--- src/rtl/mem_access_stage_pkg.sv ---
`default_nettype none
// ============================================================================
// Module  : mem_access_stage_pkg
// Brief   : Load/store encodings, FSM states and helpers for the MEM stage.
// Revision: 1.0 - initial release
// ============================================================================
package mem_access_stage_pkg;

    localparam logic [2:0] NOTLOAD  = 3'd0;
    localparam logic [2:0] LB       = 3'd1;
    localparam logic [2:0] LH       = 3'd2;
    localparam logic [2:0] LW       = 3'd3;
    localparam logic [2:0] LBU      = 3'd4;
    localparam logic [2:0] LHU      = 3'd5;

    localparam logic [1:0] NOTSTORE = 2'd0;
    localparam logic [1:0] SB       = 2'd1;
    localparam logic [1:0] SH       = 2'd2;
    localparam logic [1:0] SW       = 2'd3;

    localparam logic TRUE  = 1'b1;
    localparam logic FALSE = 1'b0;

    typedef enum logic {
        IDLE = 1'b0,
        WAIT = 1'b1
    } mem_state_e;

    // Halfword ops need addr[0] clear, word ops need addr[1:0] clear.
    function automatic logic is_misaligned(input logic [2:0] ld,
                                           input logic [1:0] st,
                                           input logic [1:0] off);
        logic half;
        logic word;
        half = (ld == LH) || (ld == LHU) || (st == SH);
        word = (ld == LW) || (st == SW);
        return (half && off[0]) || (word && (off != 2'b00));
    endfunction

endpackage
`default_nettype wire

--- src/rtl/mem_access_stage_load_extend.sv ---
`default_nettype none
// ============================================================================
// Module  : load_extend
// Brief   : Byte/halfword lane select with sign or zero extension of load data.
// Revision: 1.0 - initial release
// ============================================================================
module load_extend
    import mem_access_stage_pkg::*;
(
    input  logic [31:0] rdata_i,
    input  logic [1:0]  off_i,
    input  logic [2:0]  kind_i,
    output logic [31:0] data_o
);

    logic [7:0]  w_byte;
    logic [15:0] w_half;

    always_comb begin
        w_byte = 8'h00;
        case (off_i)
            2'd0:    w_byte = rdata_i[7:0];
            2'd1:    w_byte = rdata_i[15:8];
            2'd2:    w_byte = rdata_i[23:16];
            default: w_byte = rdata_i[31:24];
        endcase
        w_half = off_i[1] ? rdata_i[31:16] : rdata_i[15:0];
    end

    always_comb begin
        data_o = 32'h0;
        case (kind_i)
            LB:      data_o = {{24{w_byte[7]}}, w_byte};
            LH:      data_o = {{16{w_half[15]}}, w_half};
            LW:      data_o = rdata_i;
            LBU:     data_o = {24'h0, w_byte};
            LHU:     data_o = {16'h0, w_half};
            default: data_o = 32'h0;
        endcase
    end

endmodule
`default_nettype wire

--- src/rtl/mem_access_stage.sv ---
`default_nettype none
// ============================================================================
// Module  : mem_access_stage
// Brief   : MEM pipeline stage - data memory req/ack, store lane alignment,
//           load extension, write-back register. Option: MEM_MISALIGN_TRAP_EN.
// Revision: 1.0 - initial release
// ============================================================================
module mem_access_stage
    import mem_access_stage_pkg::*;
(
    input  logic        clk,
    input  logic        rst_n,
    input  logic [31:0] alu_result,
    input  logic [31:0] rs2E,
    input  logic        write_regE,
    input  logic [2:0]  info_loadE,
    input  logic [1:0]  info_storeE,
    input  logic [4:0]  dstreg_addrE,
    output logic        dmem_req,
    output logic        dmem_we,
    output logic [31:0] dmem_addr,
    output logic [31:0] dmem_wdata,
    output logic [3:0]  dmem_wstrb,
    input  logic        dmem_ack,
    input  logic [31:0] dmem_rdata,
    output logic        stall_mem,
    output logic [31:0] forward_data_writemem,
    output logic [31:0] forward_data_writeback,
    output logic [31:0] result_W,
    output logic        write_regW,
    output logic [4:0]  dstreg_addrW,
    output logic        misalign_err
);

    mem_state_e  state_q, state_d;
    logic [31:0] result_q, result_d;
    logic        wr_q, wr_d;
    logic [4:0]  dst_q, dst_d;
    logic        err_q, err_d;

    logic        w_mem_op;
    logic        w_misalign;
    logic        w_req;
    logic [31:0] w_load_data;

    assign w_mem_op = (info_loadE != NOTLOAD) || (info_storeE != NOTSTORE);

`ifdef MEM_MISALIGN_TRAP_EN
    assign w_misalign = w_mem_op && is_misaligned(info_loadE, info_storeE, alu_result[1:0]);
`else
    assign w_misalign = FALSE;
`endif

    // Gated by rst_n so the request drops the instant reset asserts.
    assign w_req     = rst_n && w_mem_op && !w_misalign;
    assign stall_mem = w_req && !dmem_ack;

    assign dmem_req  = w_req;
    assign dmem_we   = w_req && (info_storeE != NOTSTORE);
    assign dmem_addr = {alu_result[31:2], 2'b00};

    always_comb begin
        dmem_wdata = 32'h0;
        dmem_wstrb = 4'b0000;
        case (info_storeE)
            SB: begin
                dmem_wdata = {4{rs2E[7:0]}};
                dmem_wstrb = 4'b0001 << alu_result[1:0];
            end
            SH: begin
                dmem_wdata = {2{rs2E[15:0]}};
                dmem_wstrb = alu_result[1] ? 4'b1100 : 4'b0011;
            end
            SW: begin
                dmem_wdata = rs2E;
                dmem_wstrb = 4'b1111;
            end
            default: ;
        endcase
    end

    load_extend u_load_extend (
        .rdata_i (dmem_rdata),
        .off_i   (alu_result[1:0]),
        .kind_i  (info_loadE),
        .data_o  (w_load_data)
    );

    always_comb begin
        state_d = state_q;
        case (state_q)
            IDLE:    if (w_req && !dmem_ack) state_d = WAIT;
            WAIT:    if (!w_req || dmem_ack) state_d = IDLE;
            default: state_d = IDLE;
        endcase
    end

    // Stalled or trapped cycles push a bubble; result_W keeps its last value.
    always_comb begin
        result_d = result_q;
        wr_d     = FALSE;
        dst_d    = 5'd0;
        err_d    = FALSE;
        if (w_misalign) begin
            err_d = TRUE;
        end else if (!stall_mem) begin
            result_d = (info_loadE != NOTLOAD) ? w_load_data : alu_result;
            wr_d     = write_regE;
            dst_d    = dstreg_addrE;
        end
    end

    always_ff @(posedge clk or negedge rst_n) begin
        if (!rst_n) begin
            state_q  <= IDLE;
            result_q <= 32'h0;
            wr_q     <= FALSE;
            dst_q    <= 5'd0;
            err_q    <= FALSE;
        end else begin
            state_q  <= state_d;
            result_q <= result_d;
            wr_q     <= wr_d;
            dst_q    <= dst_d;
            err_q    <= err_d;
        end
    end

    assign result_W               = result_q;
    assign write_regW             = wr_q;
    assign dstreg_addrW           = dst_q;
    assign misalign_err           = err_q;
    assign forward_data_writemem  = alu_result;
    assign forward_data_writeback = result_q;

endmodule
`default_nettype wire

--- config.mk ---
export PLATFORM = sky130hd
export DESIGN_NAME = mem_access_stage
export DESIGN_NICKNAME = d
export VERILOG_FILES = /design/src/rtl/mem_access_stage_pkg.sv /design/src/rtl/mem_access_stage_load_extend.sv /design/src/rtl/mem_access_stage.sv
export SDC_FILE = /design/constraint.sdc
export NUM_CORES = 1
export LEC_CHECK = 0
export CAP_MARGIN = 20
export CORE_MARGIN = 8
export CORE_UTILIZATION = 34
export DETAILED_ROUTE_END_ITERATION = 12
export GPL_TIMING_DRIVEN = 0
export PLACE_DENSITY = 0.86
export SETUP_SLACK_MARGIN = 0.15
export SYNTH_ARGS = -nofsm -noshare
export SYNTH_HDL_FRONTEND = slang
export SYNTH_SLANG_ARGS = --single-unit
--- constraint.sdc ---
create_clock -name clk -period 1.7 [get_ports clk]
set_input_delay 0.17 -clock clk [delete_from_list [all_inputs] [get_ports clk]]
set_output_delay 0.17 -clock clk [all_outputs]
set_load 0.05 [all_outputs]
==> parameters.txt, run 1 <==
Parameter                              Value

Outcome
  Outcome    completed

Floorplan
  Row Count    37
  CORE AREA    10,320 um2
  I/O pin count    about 280
  Die Width    around 120 um
  Vertical extent of the die    about 120 um
  Starting Density    between 30% and 40%
  Die Area    between 10,000 and 15,000 um2

Global routing
  Total grt overflow    0
  Initial antenna violation count    1
  Largest net degree at the start of global routing    39
  Via count of the first global-routing pass    4,646
  Wire length of the first global-routing pass    26,590 um
  Overall track demand over capacity in global routing    between 20% and 30%

Layout
  Commonest non-fill, non-tap cell in the layout    dlygate4sd2_1
  Signed area change from the synthesized netlist to the final layout    86.16%
  Filler cell count    roughly 900
  Ratio of cells with drive above 1 in the final layout    31.19%
  Post-route cell area    slightly below 7000 um2
  Area taken by multi-input logic gates    1893 um2
  Total area of sequential cells    950.9 um2
  Top library cells by usage in the layout, fill and taps aside    109 x dlygate4sd2_1, 108 x buf_4, 84 x clkdlybuf4s50_1
  Final non-filler cell total    just under 900
  Post-Route Utilization    ~65%
  Number of antenna cells inserted    0
  Count of nets after finishing    840

STA
  WHS    around 0.25 ns
  Total count of hold-check failures in the final report    0
  Transition at the pin with the smallest max-transition slack    0.6115 ns
  Slew headroom    between 50% and 60%
  Period utilization    approximately 90%
  Final setup viols    0
  Number of max-slew violations in the final report    0
  Clock Skews    0 ns
  Worst Setup Slack, final    ~0.16 ns
  Setup TNS    0 ns
  Final Critical Period    between 1.5 and 2 ns
  Setup repair after global routing missed its margin    true
  Max Freq    648.3 MHz

Hold path
  Worst hold start    dmem_rdata[5]
  Worst hold stages    3
  End of the worst hold path    forward_data_writeback[5]
  Type of the most critical hold path    in2reg

Setup path
  Worst reg-to-reg path cell count    2
  Critical path launch point type    input port
  Worst path slowest cell    clkdlybuf4s50_1
  Worst reg-to-reg setup slack    0.97 ns
  Largest delay contributor family on the critical path    buffers and inverters
  Critical R2R Capture    forward_data_writeback[0]
  Data required time at the worst endpoint    ~1.5 ns
  Worst Path Max Fanout    3
  Launching point of the worst reg2reg path    forward_data_writeback[0]
  Start-to-end type of the worst setup path    in2out
  Max incr delay on CP    around 0.54 ns
  Critical path capture point type    output pin
  Critical path buffer and inverter count    3
  Cell Chain, Critical Path    clkdlybuf4s50_1 > buf_4 > clkdlybuf4s15_1
  Critical path data arrival time    about 1.4 ns

Power and ir drop
  Power per cell area    around 750 nW/um2
  VDD IR-drop max    0.0004286 V
  Final Power    5.064 mW
  Lkg Pwr    3.345 nW

Clock tree
  Insertion delay of the later-clocked pin in the worst-skew pair    around 0.3 ns
  Count of clock tree sinks    38
  H-tree levels    2
  CTS Buffer Depth    2
  Clock transition time at the flip-flop clock pins of the worst setup and hold paths    0.08 ns
  Clock root buffer master    clkbuf_8
  Clock tree from TritonCTS    built
  TritonCTS buffer count    5

Routing
  Mean routed wirelength per cell    about 20 um
  Initial drt markers    383
  Number of remaining DRC errors    0
  Detail Route Antenna Nets    0
  Total via count in the routed design    around 4,400
  Number of search-and-repair iterations in the first detailed-routing pass    5
  Number of vias per cell    approximately 5
  Detailed Route WL    about 18,000 um

Place
  Number of cells in the design after placement    850
  Pre-CTS WS    -1.074 ns
  Area post-placement    between 6000 and 7000 um2
  Final estimated routing congestion in global placement    between 0.9 and 1
  HPWL Detailed    between 10,000 and 15,000 um
  Number of buffers added on ports    274

Synth
  Library cell occupying the most area in the post-synthesis netlist    dfrtp_1
  Fraction of post-synthesis cell area in the top cell type by area    about a quarter
  Flop and latch count out of synthesis    38
  Share of synthesized area occupied by flip-flops and latches    between 20% and 30%
  Number of distinct library cells after synthesis    36
  Synthesized instance count    438
  Cell Area, Synth    roughly 3600 um2
  Yosys warnings    0
  Ranking of synthesized cells by area    dfrtp_1 26%, buf_4 20%, mux2i_1 6.9%
  Mean Syn Cell Area    8.258 um2

Run
  Max cap viols    0
## metal layers
metal  wire, um  part of all wire [%]  GRT usage [%]
met5         12                 0.068              0
met4        444                   2.5          7.273
met3       1858                    10          7.841
met2       9244                    52          43.41
met1       6211                    35          24.62
## logic make-up (layout without fill, tap and decap cells)
kind of cell    Yosys count  count (layout)  share of synthesized area (%)
xor+xnor                  1               1                         0.2422
flops                    38              38                          26.29
compound gates          129             129                          24.25
other cells               1               3                         0.1037
buf+inv                 133             423                          24.87
mux                      32              32                          11.28
simple gates            104             105                          12.97
## synth_stat cells
master     n
a31oi_4    1
nor2_2     1
buf_6      1
o21ai_0   29
a21oi_1   36
xor2_1     1
inv_4      1
clkbuf_1  15
clkinv_1   1
buf_1      7
buf_4     98
a22o_1    14
nor2_1    47
a222oi_1   6
nand2b_1   1
a32oi_1    1
nand2_1   27
nor3_4     1
inv_1      4
conb_1     1
and3b_1    1
o21a_4     1
o21bai_1   1
and2_1     1
a31oi_1    3
buf_12     1
nand3_1    7
o32a_1     1
a22oi_1   24
buf_2      5
nor2b_1   18
dfrtp_1   38
mux2i_1   25
mux4_2     7
a21oi_2   11
a2111o_1   1
## tightest hold or removal path, stage by stage
cell and delay, ns:
dlymetal6s2s_1 0.11, a222oi_1 0.09, a21oi_1 0.14
## worst max path at each step
stage	cells past startpoint	start	end
global placement	7	rst_n	stall_mem
CTS	5	info_storeE[0]	dmem_wdata[13]
detailed placement	5	info_storeE[0]	dmem_wdata[13]
global route	5	info_storeE[1]	dmem_wdata[13]
floorplan	10	info_loadE[0]	forward_data_writeback[22]
finish	3	alu_result[2]	dmem_addr[2]
## final cells by class
cell class	instances	area share, %
clock inverters	3	1.022
multi-input cells	270	28.11
clock buffers	5	1.022
inverters	6	0.5760
repair buffers	282	38.72
plain buffers	127	13.90
well taps	136	2.527
flip-flops and latches	38	14.12
## registers in the layout, indices dropped and copies added, names as in the netlist
signal                  flops
dstreg_addrW                5
write_regW                  1
forward_data_writeback     32
## what timing repair did
action / CTS / global route
resized for setup: 332 / 76
pin swaps: 6 / 10
hold buffers: 2 / 0
endpoints found under the hold margin: 38 / 0
setup buffers: 5 / 0
setup endpoints to repair: 207 / 91
cloned: 1 / 1
## where the power goes
group          switching (mW)  internal, mW
Combinational            1.98          1.04
Clock                   0.356         0.588
Sequential             0.0891          1.01
Total                    2.43          2.63
Note: power is estimated with default switching activity, not from simulation.
==> run 2, diff against run 1 <==
- CORE_UTILIZATION: 34 -> 31
- PLACE_DENSITY: 0.86 -> 0.83
- SLEW_MARGIN: default -> 20
- clock period: 1.7 -> 1.3 ns (I/O delays scaled with it)
==> parameters.txt, run 2 (synthesized netlist as in run 1, its figures left out) <==
Parameter                              Value

Hold path
  Type of the most critical hold path    in2reg (unchanged)
  End of the worst hold path    forward_data_writeback[18] (was forward_data_writeback[5])
  Worst hold stages    3 (unchanged)
  Worst hold start    dmem_rdata[18] (was dmem_rdata[5])

STA
  Number of max-slew violations in the final report    0 (unchanged)
  Slew headroom    53.59% (was 59.09%)
  WHS    0.2024 ns (was 0.2492 ns)
  Worst Setup Slack, final    -0.09815 ns (was 0.1575 ns)
  Final setup viols    20 (was 0)
  Transition at the pin with the smallest max-transition slack    0.6939 ns (was 0.6115 ns)
  Clock Skews    0 ns (unchanged)
  Max Freq    slightly above 700 MHz
  Total count of hold-check failures in the final report    0 (unchanged)
  Final Critical Period    1.398 ns
  Setup repair after global routing missed its margin    true (unchanged)
  Period utilization    107.5%

Power and ir drop
  Power per cell area    969.8 nW/um2 (was 751.9 nW/um2)
  Gate power share    60.2% (was 59.7%)
  Final Power    7.775 mW (was 5.064 mW)
  Lkg Pwr    3.871 nW (was 3.345 nW)
  Sw frac    44.72% (was 47.97%)
  VDD IR-drop max    0.0008331 V (was 0.0004286 V)
  Internal power contribution    4.299 mW (was 2.635 mW)
  Clock Power Share    21.3% (was 18.6%)
  Seq pwr share    18.6% (was 21.7%)
  NetSw    3.477 mW (was 2.429 mW)

Layout
  Top library cells by usage in the layout, fill and taps aside    198 x buf_4, 50 x buf_2, 43 x nor2_1 (was 109 x dlygate4sd2_1, 108 x buf_4, 84 x clkdlybuf4s50_1)
  Commonest non-fill, non-tap cell in the layout    buf_4 (was dlygate4sd2_1)
  Number of flip-flops in the largest register    32 (unchanged)
  Filler cell count    825 (was 901)
  Ratio of cells with drive above 1 in the final layout    61.99% (was 31.19%)
  Count of nets after finishing    893 (was 840)
  Signed area change from the synthesized netlist to the final layout    121.7% (was 86.16%)

Setup path
  Cell Chain, Critical Path    buf_12 > nor3_4 > a21oi_4 > nand2b_1 > buf_6 > inv_12 > a31oi_4 > o21a_4 > buf_12 > buf_16 > a21oi_4 (was clkdlybuf4s50_1 > buf_4 > clkdlybuf4s15_1)
  Critical R2R Capture    forward_data_writeback[23] (was forward_data_writeback[0])
  Largest delay contributor family on the critical path    buffers and inverters (unchanged)
  Data required time at the worst endpoint    1.46 ns (was 1.53 ns)
  Worst path slowest cell    nor3_4 (was clkdlybuf4s50_1)
  Launching point of the worst reg2reg path    forward_data_writeback[23] (was forward_data_writeback[0])
  Worst Path Max Fanout    5 (was 3)
  Critical path capture point type    flip-flop (was output pin)
  Critical path launch point type    input port (unchanged)
  Worst reg-to-reg path cell count    3 (was 2)
  Start-to-end type of the worst setup path    in2reg (was in2out)
  Worst reg-to-reg setup slack    0.46 ns (was 0.97 ns)
  Critical path buffer and inverter count    5 (was 3)
  Max incr delay on CP    0.30 ns (was 0.54 ns)
  Critical path data arrival time    1.56 ns (was 1.37 ns)

Clock tree
  CTS Buffer Depth    2 (unchanged)
  Clock transition time at the flip-flop clock pins of the worst setup and hold paths    0.06 ns (was 0.08 ns)
  H-tree levels    2 (unchanged)
  Clock root buffer master    clkbuf_16 (was clkbuf_8)
  Clock tree from TritonCTS    built (unchanged)
  Count of clock tree sinks    38 (unchanged)
  TritonCTS buffer count    5 (unchanged)
  Insertion delay of the later-clocked pin in the worst-skew pair    0.28 ns (was 0.30 ns)

Global routing
  Total grt overflow    0 (unchanged)
  Largest net degree at the start of global routing    14 (was 39)
  Initial antenna violation count    4 (was 1)
  Wire length of the first global-routing pass    28,050 um (was 26,590 um)
  Overall track demand over capacity in global routing    23.75% (was 23.52%)
  Via count of the first global-routing pass    4,897 (was 4,646)

Place
  Pre-CTS WS    -1.683 ns (was -1.074 ns)
  Number of buffers added on ports    274 (unchanged)
  Final estimated routing congestion in global placement    0.8845 (was 0.9095)
  HPWL Detailed    14,760 um (was 14,360 um)

Routing
  Met1 Wirelength    6777 um (was 6211 um)
  Detail Route Antenna Nets    0 (unchanged)
  Number of vias per cell    5.153 (was 5.097)
  Highest metal layer with signal wires    met4 (was met5)
  Number of search-and-repair iterations in the first detailed-routing pass    5 (unchanged)
  Total via count in the routed design    4,797 (was 4,419)
  Initial drt markers    361 (was 383)
  Routed length on met3    2358 um (was 1858 um)
  Number of remaining DRC errors    0 (unchanged)
  Mean routed wirelength per cell    22.04 um (was 20.50 um)
  Detailed route wirelength on metal2    10,780 um (was 9244 um)
  Detailed Route WL    20,520 um (was 17,770 um)

Outcome
  Violations in the final reports    negative setup slack
  Outcome    finished with violations (was completed)

Run
  Max cap viols    0 (unchanged)

Floorplan
  I/O pin count    284 (unchanged)
  Die Width    124.0 um (was 119.1 um)
  Starting Density    31.68% (was 35.04%)
  Die Area    15,380 um2 (was 14,200 um2)
  Vertical extent of the die    124.0 um (was 119.1 um)
  CORE AREA    11,420 um2 (was 10,320 um2)
  Row Count    39 (was 37)
run 2: cell types whose count changed in the layout (fill, tap and decap cells not counted), sizes merged, moves of 2 or more:
cell	before	now
buf	140	323
dlygate4sd2	109	30
clkdlybuf4s50	84	37
clkdlybuf4s15	31	20
clkbuf	36	40
diode	0	4
dlygate4sd3	1	3
dlymetal6s2s	12	14
run 2: stage by stage:
step	setup TNS, ns	cells	instance area, um2	util [%]
2_1_floorplan	-11.13	440	3948	-
4_1_cts	-1.075	905	7470	65.42
5_1_grt	-2.042	930	8015	70.20
3_5_place_dp	-109.51	858	6884	60.29
3_3_place_gp	-182.42	857	6869	60.16
6_report	-1.511	931	8018	70.22
run 2: layer usage:
layer	global-route usage (%)	vias up
met3	6.890	54
met5	0	-
met1	24.87	2281
li1	-	2150
met4	7.732	0
met2	44.54	312
run 2: worst max path at each step:
stage / end / start / depth (start not counted)
after floorplan: forward_data_writeback[22] / info_loadE[0] / 10
after global placement: stall_mem / rst_n / 7
after detailed placement: dmem_wdata[13] / info_storeE[0] / 5
after CTS: forward_data_writeback[24] / info_loadE[2] / 11
after global routing: forward_data_writeback[31] / info_loadE[0] / 6
final: forward_data_writeback[24] / info_loadE[0] / 11
run 2: final cells by class:
| class | count | area, um2 | share of cell area (%) |
|---|---|---|---|
| timing repair buffer | 335 | 3079 | 38.41 |
| multi-input combinational | 270 | 2416 | 30.13 |
| buffer | 127 | 1141 | 14.23 |
| sequential | 38 | 950.9 | 11.86 |
| tap | 143 | 178.9 | 2.232 |
| clock buffer | 6 | 138.9 | 1.732 |
| clock inverter | 2 | 60.06 | 0.7491 |
| inverter | 6 | 42.54 | 0.5306 |
| antenna | 4 | 10.01 | 0.1248 |
run 2: power groups by stage:
| stage | logic, mW | clock network [mW] | registers, mW |
|---|---|---|---|
| floorplan | 2.26 | 0 | 1.94 |
| finish | 4.68 | 1.66 | 1.44 |
| global placement | 4.24 | 0 | 1.46 |
| detailed placement | 4.29 | 0 | 1.47 |
| CTS | 4.40 | 1.68 | 1.45 |
| global route | 4.84 | 1.72 | 1.46 |
run 2: repair_timing:
item	4_1_cts	5_1_grt
hold buffers	3	0
pin swaps	39	30
gates resized for setup	1165	132
setup endpoints to repair	207	115
cloned	3	1
setup buffers	33	21
endpoints found under the hold margin	38	0
run 2: worst min-delay path, delay by kind of cell:
kind	cells	cell delay, ns
compound gates	2	0.21
buf+inv	1	0.10
==> run 3, diff against run 2 <==
- CORE_AREA: default -> 8 8 105 107
- CORE_MARGIN: 8 -> default
- CORE_UTILIZATION: 31 -> default
- DIE_AREA: default -> 0 0 113 115
- DONT_BUFFER_PORTS: default -> 1
- PLACE_DENSITY: 0.83 -> 0.59
- RECOVER_POWER: default -> 100
==> parameters.txt, run 3 (synthesized netlist as in run 1, its figures left out) <==
Parameter                              Value

Outcome
  Outcome    finished with violations (unchanged)
  Violations in the final reports    negative setup slack (unchanged)

STA
  Max Freq    713.1 MHz (was 715.2 MHz)
  Transition at the pin with the smallest max-transition slack    0.8941 ns (was 0.6939 ns)
  Slew headroom    40.18% (was 53.59%)
  Setup repair after global routing missed its margin    true (unchanged)
  Total count of hold-check failures in the final report    0 (unchanged)
  Worst Setup Slack, final    -0.1024 ns (was -0.09815 ns)
  Final Critical Period    1.402 ns (was 1.398 ns)
  Period utilization    107.9% (was 107.5%)
  Number of max-slew violations in the final report    0 (unchanged)
  Final setup viols    27 (was 20)
  WHS    0.03661 ns (was 0.2024 ns)
  Clock Skews    0 ns (unchanged)

Global routing
  Initial antenna violation count    1 (was 4)
  Via count of the first global-routing pass    3,803 (was 4,897)
  Total grt overflow    0 (unchanged)
  Largest net degree at the start of global routing    39 (was 14)
  Overall track demand over capacity in global routing    23.61% (was 23.75%)
  Wire length of the first global-routing pass    23,560 um (was 28,050 um)

Floorplan
  Starting Density    38.24% (was 31.68%)
  CORE AREA    9459 um2 (was 11,420 um2)
  Row Count    36 (was 39)
  I/O pin count    284 (unchanged)
  Vertical extent of the die    115 um (was 124.0 um)
  Die Area    13,000 um2 (was 15,380 um2)
  Die Width    113 um (was 124.0 um)

Routing
  Highest metal layer with signal wires    met5 (was met4)
  Mean routed wirelength per cell    26.83 um (was 22.04 um)
  Detail Route Antenna Nets    0 (unchanged)
  Met1 Wirelength    5513 um (was 6777 um)
  Detailed Route WL    16,370 um (was 20,520 um)
  Number of remaining DRC errors    0 (unchanged)
  Number of vias per cell    5.802 (was 5.153)
  Initial drt markers    264 (was 361)
  Total via count in the routed design    3,539 (was 4,797)
  Routed length on met3    1983 um (was 2358 um)
  Number of search-and-repair iterations in the first detailed-routing pass    5 (unchanged)
  Detailed route wirelength on metal2    8559 um (was 10,780 um)

Setup path
  Worst Path Max Fanout    10 (was 5)
  Worst path slowest cell    nor3_4 (unchanged)
  Critical path capture point type    flip-flop (unchanged)
  Most used cell, CP    buf_12
  Critical path launch point type    input port (unchanged)
  Max incr delay on CP    0.27 ns (was 0.30 ns)
  Critical path data arrival time    1.58 ns (was 1.56 ns)
  Largest delay contributor family on the critical path    compound AO/OA/AOI/OAI gates (was buffers and inverters)
  Data required time at the worst endpoint    1.48 ns (was 1.46 ns)
  Critical path buffer and inverter count    4 (was 5)
  Cell Chain, Critical Path    buf_12 > nor3_4 > a21oi_4 > nand2b_4 > buf_8 > inv_12 > a31oi_4 > o21a_4 > buf_12 > a21oi_2 (was buf_12 > nor3_4 > a21oi_4 > nand2b_1 > buf_6 > inv_12 > a31oi_4 > o21a_4 > buf_12 > buf_16 > a21oi_4)
  Start-to-end type of the worst setup path    in2reg (unchanged)

Clock tree
  Clock root buffer master    clkbuf_8 (was clkbuf_16)
  Insertion delay of the later-clocked pin in the worst-skew pair    0.29 ns (was 0.28 ns)
  Clock transition time at the flip-flop clock pins of the worst setup and hold paths    0.08 ns (was 0.06 ns)
  CTS Buffer Depth    2 (unchanged)
  Clock tree from TritonCTS    built (unchanged)
  Count of clock tree sinks    38 (unchanged)
  H-tree levels    2 (unchanged)
  TritonCTS buffer count    5 (unchanged)

Layout
  Ratio of cells with drive above 1 in the final layout    50.51% (was 61.99%)
  Top library cells by usage in the layout, fill and taps aside    65 x clkbuf_1, 44 x buf_8, 33 x nor2_1 (was 198 x buf_4, 50 x buf_2, 43 x nor2_1)
  Count of nets after finishing    604 (was 893)
  Number of flip-flops in the largest register    32 (unchanged)
  Signed area change from the synthesized netlist to the final layout    51.78% (was 121.7%)
  Commonest non-fill, non-tap cell in the layout    clkbuf_1 (was buf_4)
  Post-route cell area    5490 um2 (was 8018 um2)

Power and ir drop
  Lkg Pwr    2.157 nW (was 3.871 nW)
  Final Power    6.342 mW (was 7.775 mW)
  VDD IR-drop max    0.0005448 V (was 0.0008331 V)
  Power per cell area    1155 nW/um2 (was 969.8 nW/um2)

Hold path
  Type of the most critical hold path    in2reg (unchanged)

Run
  Max cap viols    0 (unchanged)

Place
  Final estimated routing congestion in global placement    0.8292 (was 0.8845)
  Number of buffers added on ports    0 (was 274)
  Area post-placement    4090 um2 (was 6884 um2)
  HPWL Detailed    12,030 um (was 14,760 um)
run 3: changes by cell type in the layout (fill, tap and decap cells not counted), moves of 24 or more:
cell / previous run / this run
dlygate4sd2_1: 30 / 0
buf_8: 20 / 44
clkbuf_1: 1 / 65
buf_2: 50 / 0
buf_4: 198 / 23
dfrtp_2: 0 / 31
buf_6: 38 / 10
clkdlybuf4s50_1: 37 / 0
dfrtp_1: 38 / 6
run 3: layout make-up:
| type | count | area (um2) |
|---|---|---|
| Antenna cell | 1 | 2.502 |
| Buffer | 127 | 1171 |
| Clock buffer | 6 | 82.58 |
| Clock inverter | 2 | 60.06 |
| Fill cell | 852 | 3969 |
| Inverter | 6 | 42.54 |
| Multi-Input combinational cell | 269 | 2436 |
| Sequential cell | 38 | 993.5 |
| Tap cell | 114 | 142.6 |
| Timing Repair Buffer | 47 | 559.3 |
run 3: final timing paths:
path / cells after the start / end / slack (ns) / startpoint
max: 10 / forward_data_writeback[24] / -0.10 / info_loadE[1]
min: 2 / forward_data_writeback[5] / 0.04 / dmem_rdata[21]
max reg2reg: 2 / forward_data_writeback[17] / 0.42 / forward_data_writeback[17]
min reg2reg: 2 / forward_data_writeback[7] / 0.74 / forward_data_writeback[7]
max in group asynchronous: 2 / forward_data_writeback[7] / 0.47 / rst_n
min in group asynchronous: 2 / forward_data_writeback[26] / 0.42 / rst_n
run 3: what timing repair did:
action                                  4_1_cts  5_1_grt
endpoints found under the hold margin        45        0
buffers inserted                             27        5
pin swaps                                    26       17
gates resized for setup                     238       29
hold buffers                                  9        0
endpoints found under the setup margin      108       93
gates cloned                                  3        3
run 3: where the power goes:
group / switching (mW) / internal [mW]
Combinational: 1.92 / 1.08
Clock: 0.460 / 0.819
Sequential: 0.721 / 1.34
run 3: layer usage:
| metal | up-vias | GRT usage, % |
|---|---|---|
| li1 | 1553 | - |
| met1 | 1736 | 23.84 |
| met2 | 231 | 43.25 |
| met3 | 17 | 10.24 |
| met4 | 2 | 6.927 |
| met5 | - | 0 |
run 3: stage by stage:
stage	setup WS, ns	instances	util, %	TNS (ns)
3_5_place_dp	-1.049	554	43.24	-31.85
6_report	-0.1024	610	58.04	-1.744
4_1_cts	-0.1188	601	58.47	-1.696
3_3_place_gp	-1.042	554	43.24	-31.16
5_1_grt	-0.1842	610	58.04	-4.093
2_1_floorplan	-0.5104	440	-	-11.13
